===== config.mk =====
export PLATFORM = sky130hd
export DESIGN_NAME = hazard_fwd_ctrl
export DESIGN_NICKNAME = d
export VERILOG_FILES = /design/src/rtl/core_pkg.sv /design/src/rtl/fwd_sel.sv /design/src/rtl/hazard_fwd_ctrl.sv
export SDC_FILE = /design/constraint.sdc
export NUM_CORES = 1
export LEC_CHECK = 0
export CAP_MARGIN = 25
export CORE_MARGIN = 5
export CORE_UTILIZATION = 25
export DETAILED_ROUTE_END_ITERATION = 8
export HOLD_SLACK_MARGIN = 0.03
export PLACE_DENSITY_LB_ADDON = 0.08
export SYNTH_ARGS = -nofsm -noshare
export SYNTH_HDL_FRONTEND = slang
export SYNTH_HIERARCHICAL = 1
export SYNTH_SLANG_ARGS = --single-unit

===== constraint.sdc =====
create_clock -name clk -period 1.8 [get_ports clk]
set_input_delay 0.27 -clock clk [delete_from_list [all_inputs] [get_ports clk]]
set_output_delay 0.27 -clock clk [all_outputs]
set_load 0.05 [all_outputs]

===== src/rtl/core_pkg.sv =====
// Shared core definitions: forwarding select encodings and the destination tag
// that the hazard controller carries down its shadow pipeline.
package core_pkg;

  localparam int REG_W = 3;

  // Execute-stage operand select encodings (execute decodes the same values)
  localparam logic [1:0] FWD_REG   = 2'b00;
  localparam logic [1:0] FWD_MEMWB = 2'b01;
  localparam logic [1:0] FWD_EXMEM = 2'b10;

  typedef struct packed {
    logic             valid;
    logic [REG_W-1:0] rd;
    logic             regwrite;
    logic             memread;
  } tag_t;

  localparam int TAG_W = $bits(tag_t);

endpackage


===== src/rtl/fwd_sel.sv =====
// Forward select for one source operand of the instruction about to enter EX.
// The tags are sampled one stage before they matter: the ID/EX producer will sit
// in EX/MEM next cycle, and the EX/MEM producer will sit in MEM/WB.
module fwd_sel
  import core_pkg::*;
(
  input  logic [REG_W-1:0] src,
  input  logic             src_used,
  input  tag_t             idex,
  input  tag_t             exmem,
  output logic [1:0]       sel
);

  // The youngest producer wins; a load in ID/EX is never a forward source,
  // because the load-use stall moves it one stage further first.
  always_comb begin
    sel = FWD_REG;
    if (src_used && idex.valid && idex.regwrite && !idex.memread && src == idex.rd)
      sel = FWD_EXMEM;
    else if (src_used && exmem.valid && exmem.regwrite && src == exmem.rd)
      sel = FWD_MEMWB;
  end

  // An older load forwards like any other result once it reaches MEM/WB
  logic unused_memread;
  assign unused_memread = exmem.memread;

endmodule


===== src/rtl/hazard_fwd_ctrl.sv =====
// Hazard and forwarding controller for the 5-stage core. Tracks destination
// tags for ID/EX, EX/MEM and MEM/WB, produces registered forward selects for
// execute, the load-use stall, the redirect flush and saturating statistics.
module hazard_fwd_ctrl
  import core_pkg::*;
#(
  parameter int REG_W = core_pkg::REG_W,
  parameter int CNT_W = 16
) (
  input  logic             clk,
  input  logic             rst_n,
  input  logic             pipe_en,
  input  logic             id_valid,
  input  logic [REG_W-1:0] id_rs,
  input  logic             id_rs_used,
  input  logic [REG_W-1:0] id_rt,
  input  logic             id_rt_used,
  input  logic [REG_W-1:0] id_rd,
  input  logic             id_regwrite,
  input  logic             id_memread,
  input  logic             ex_redirect,
  output logic [1:0]       forwardA,
  output logic [1:0]       forwardB,
  output logic             stall,
  output logic             flush,
  output logic [CNT_W-1:0] stall_cnt,
  output logic [CNT_W-1:0] flush_cnt
);

  tag_t       t_idex, t_exmem, t_memwb;
  tag_t       dec_tag;
  logic [1:0] sel_a, sel_b;
  logic       load_use, bubble;

  assign dec_tag = '{valid: 1'b1, rd: id_rd, regwrite: id_regwrite, memread: id_memread};

  // Load in EX whose result the decode instruction reads; a redirect kills the
  // consumer anyway, so it suppresses the stall.
  always_comb begin
    load_use = t_idex.valid && t_idex.memread && t_idex.regwrite &&
               ((id_rs_used && id_rs == t_idex.rd) || (id_rt_used && id_rt == t_idex.rd));
    stall    = id_valid && load_use && !ex_redirect;
    flush    = ex_redirect && pipe_en;
    bubble   = stall || ex_redirect || !id_valid;
  end

  fwd_sel u_fwd_a (
    .src      (id_rs),
    .src_used (id_rs_used),
    .idex     (t_idex),
    .exmem    (t_exmem),
    .sel      (sel_a)
  );

  fwd_sel u_fwd_b (
    .src      (id_rt),
    .src_used (id_rt_used),
    .idex     (t_idex),
    .exmem    (t_exmem),
    .sel      (sel_b)
  );

  // Shadow tag pipeline, forward select registers and statistics; all frozen
  // while pipe_en is low.
  always_ff @(posedge clk or negedge rst_n) begin
    if (!rst_n) begin
      t_idex    <= '0;
      t_exmem   <= '0;
      t_memwb   <= '0;
      forwardA  <= FWD_REG;
      forwardB  <= FWD_REG;
      stall_cnt <= '0;
      flush_cnt <= '0;
    end else if (pipe_en) begin
      t_memwb  <= t_exmem;
      t_exmem  <= t_idex;
      t_idex   <= bubble ? '0 : dec_tag;
      forwardA <= bubble ? FWD_REG : sel_a;
      forwardB <= bubble ? FWD_REG : sel_b;
      if (stall && !(&stall_cnt)) stall_cnt <= stall_cnt + CNT_W'(1);
      if (flush && !(&flush_cnt)) flush_cnt <= flush_cnt + CNT_W'(1);
    end
  end

  // Register file is write-through, so the MEM/WB tag never drives a forward;
  // it is kept so the shadow pipeline mirrors the core stage for stage.
  logic unused_memwb;
  assign unused_memwb = ^t_memwb;

endmodule


# Yosys cells after proc, flatten, opt, wreduce, memory -nomap -nowiden
# Index checks and enable logic that the tools add are counted.
# totals
out_inout_bits	38
register_bits	47
# op_classes
eq_ne	4
muxes	7
n_reduce_logical	36
n_addsub	2
# op_table
cell	n
$add A16 B1 Y16 const B	2
$reduce_and A16 Y1	2
$logic_and A1 B1 Y1	24
$eq A3 B3 Y1	4
$mux W2	4
$mux W6	1
$logic_not A1 Y1	5
$reduce_and A2 Y1	2
$logic_or A1 B1 Y1	3
$mux W1	2

# Logic depth before layout (Yosys ltp)
# depth
word_depth	9
ltp_mapped	6
mapped_depth_nobuf	6

# By module
# Netlist, hierarchy kept.
# by_module_without_submodules
module	area_each_um2	cells_per_inst	seq_area_each_um2	instances
hazard_fwd_ctrl	2265.9	206	1201.2	1
fwd_sel	92.6	10	0.0	2

# Worst setup path before layout
# No wires, ideal clock.
# synth_timing
path_type	reg-to-output
startpoint	register t_idex[3] (netlist name)
endpoint	output stall
t_arrival_ns	1.857
setup_slack_ns	-0.327
stages_incl_launch_ff	6
path_buffers	1
cell_sequence	dfrtp_1 > xnor2_1 > nand4_1 > a2111oi_4 > buf_6 > and2_1
# synth_between
elab_chain_len	6
word_cells_on_any_way	8
# synth_lines
element	line_no	rtl
start: declaration	hazard_fwd_ctrl.sv:30	tag_t t_idex, t_exmem, t_memwb;
start signal: assignment	hazard_fwd_ctrl.sv:77	t_idex <= bubble ? '0 : dec_tag;
$eq A3 B3 Y1	hazard_fwd_ctrl.sv:41	((id_rs_used && id_rs == t_idex.rd) || (id_rt_used && id_rt == t_idex.rd));
$logic_and A1 B1 Y1	hazard_fwd_ctrl.sv:41	
$logic_or A1 B1 Y1 *	hazard_fwd_ctrl.sv:41	
$logic_and A1 B1 Y1 *	hazard_fwd_ctrl.sv:40	load_use = t_idex.valid && t_idex.memread && t_idex.regwrite &&
$logic_and A1 B1 Y1 * (2 in series)	hazard_fwd_ctrl.sv:42	stall = id_valid && load_use && !ex_redirect;
end: declaration	hazard_fwd_ctrl.sv:24	output logic stall,
# Mark *: on every way between the ends. The rest lies on a longest branch, timed or not.

# Worst setup path after layout
# layout_timing
startpoint	input id_rt[0]
endpoint	output stall
# layout_between
elab_chain_len	6
# layout_lines
element	line_no	rtl
start: declaration	hazard_fwd_ctrl.sv:16	input logic [REG_W-1:0] id_rt,
$eq A3 B3 Y1	hazard_fwd_ctrl.sv:41	
$logic_and A1 B1 Y1	hazard_fwd_ctrl.sv:41	
$logic_or A1 B1 Y1	hazard_fwd_ctrl.sv:41	
$logic_and A1 B1 Y1	hazard_fwd_ctrl.sv:40	
$logic_and A1 B1 Y1 (2 in series)	hazard_fwd_ctrl.sv:42	
# No other way between the ends.

==> flow_summary.ini <==
[run_status]
status = complete, but fails checks
violations = setup timing

[global_route]
gr-usage-met1_pct = 14.9
grt_pass1_vias = 2170
antenna_found_initial = 0
use_met2_pct = 19.2
grt_pass1_wl_um = 10700
grt_use_met3_pct = 2.69
grt_busiest_layer = met2
grt_max_degree = 48
grt_remaining_overflow = 0
track_usage_pct = 11.4

[logic_synthesis]
ys_warn_count = 6
syn_nets = 244
netlist_instances = 224
synth_area_per_cell_um2 = 10.8
netlist_area_um2 = 2410

[sta]
hold_viol_final = 0
whs_ps = 474
max-slew-margin-rel_pct = 66.9
finClkSkew_ps = 5.73
fmax_ghz = 0.465
post-route-period-util_pct = 119
maxSlewViolCount = 0
setup_violations = 27
rsz0062_at_grt = true
finalWorstSetupSlack_ps = -350
worst_pin_slew_ps = 495
fin_crit_ps = 2150

[final_layout]
seq_area_um2 = 1210
syn2layout_area_growth_pct = 51.9
num_antenna_cells = 0
drive_above_1_share_pct = 46.2
multi_input_area_um2 = 1280
n_fill_cell = 941
final_nets = 352

[drt]
drtIter0Drc = 32
wl_um = 6380
drt-vias-per-instance = 4.36
num_vias = 2013
drt_pass1_iterations = 4
drt_drc_violations_left = 0
ant_nets = 0
wl_per_cell_um = 13.8

[placed_design]
place_ws_ps = -430
io_buffers = 55
dp_hpwl_um = 4580
place_congestion = 0.712

[cts]
clk_pin_slew_ps = 90
cts_buffer_depth = 2
cts_buffers = 5
clock-sinks = 47
ctsHtreeMaxLevel = 2
cts_root_buffer = clkbuf_8
clock_latency_ps = 300
cts_tree = done

[critical_path]
path_class = input port to primary output
startpoint_type = input port
crit_slowest_cell = clkdlybuf4s50_1
max_stage_delay_ps = 500
cp_cell_sequence = clkdlybuf4s50_1 > xnor2_1 > nand4_1 > a2111oi_4 > buf_4 > and2_4 > buf_12
worstPathRequired_ps = 1530
crit_arrival_ps = 1880
path_max_fanout = 2
endpoint_kind = primary output

[power_and_ir_drop]
leakagePower_nw = 1.63
switchingPower_w = 0.000914
ir_worst_vdd_uv = 671
power_frac_comb_pct = 29.6
pwr_density_cell_nw_per_um2 = 723
netSwitchingFraction_pct = 34.5
p_int_w = 0.00174
p_clk_share_pct = 23.8
seqPwrFrac_pct = 46.6

[job]
maxCapViolCount = 0

[floorplan]
die_area_um2 = 11700
die_x_um = 108
rows = 35
core_area_um2 = 9330
die_h_um = 108
start_util_pct = 25.9
io_pins = 56

[worst_hold_path]
worstHoldPathType = input port to asynchronous set/reset pin
metrics by stage:
step / TNS (ps) / util, % / power, W / cells / area (um2)
after detailed placement: -10750 / 36.8 / 0.00204 / 448 / 3440
after floorplan: -129 / - / 0.00170 / 224 / 2460
after CTS: -3790 / 38.1 / 0.00271 / 459 / 3560
after global routing: -7530 / 39.3 / 0.00282 / 462 / 3670
after global placement: -10820 / 36.8 / 0.00204 / 448 / 3440
final: -4710 / 39.3 / 0.00265 / 462 / 3670
power groups by stage:
stage | clock network (W) | registers, W | logic, W
detailed placement | 0 | 0.00126 | 0.000784
global placement | 0 | 0.00126 | 0.000785
global route | 0.000715 | 0.00125 | 0.000854
floorplan | 0 | 0.00151 | 0.000197
finish | 0.000631 | 0.00123 | 0.000786
CTS | 0.000677 | 0.00124 | 0.000793
registers in the layout (all words and copies together) (netlist names):
signal     count
flush_cnt     16
forwardA       2
forwardB       2
stall_cnt     16
t_exmem        5
t_idex         6
layout make-up:
type,count,share of cell area [%]
timing repair buffer,105,24.3
clock inverter,3,0.409
sequential,47,32.9
tap,129,4.40
multi-input combinational,160,34.8
inverter,13,1.33
clock buffer,5,1.88
metal layers:
metal,share of wire [%],vias up
li1,-,993
met1,46,981
met3,4.1,5
met4,0.67,0
met2,49,34
met5,0,-
final timing paths:
check	from	endpoint	slack [ps]	cells past startpoint
setup / recovery	id_rt[0]	stall	-350	7
hold / removal	rst_n	stall_cnt[0]	470	3
setup reg to reg	t_idex[2]	stall_cnt[15]	-220	8
hold reg to reg	flush_cnt[4]	flush_cnt[4]	490	1
max in group asynchronous	rst_n	flush_cnt[15]	1070	3
min in group clk	flush_cnt[4]	flush_cnt[4]	490	1
timing repair:
action | in CTS | in global routing
setup buffers | 2 | 3
pin swaps | 3 | 17
resized for setup | 4 | 23
hold buffers | 1 | 0
endpoints found under the setup margin | 25 | 31
endpoints found under the hold margin | 47 | 0
cloned | 0 | 1
cells in the final DEF (no fill, tap or decap), types with 8 or more instances in the layout:
cell	count
clkdlybuf4s50_1	13
nand4_1	15
xnor2_1	29
dfrtp_1	22
buf_4	79
xor2_1	15
mux2_2	8
inv_1	13
nand2_1	18
nand3_1	10
dfrtp_2	25
worst max-delay path, delay by kind of cell:
family | cells | cell delay, ps
AND/OR/NAND/NOR | 2 | 310
AO/OA/AOI/OAI | 1 | 380
buffers and inverters | 3 | 810
XOR/XNOR | 1 | 120
Note: power is estimated with default switching activity, not from simulation.
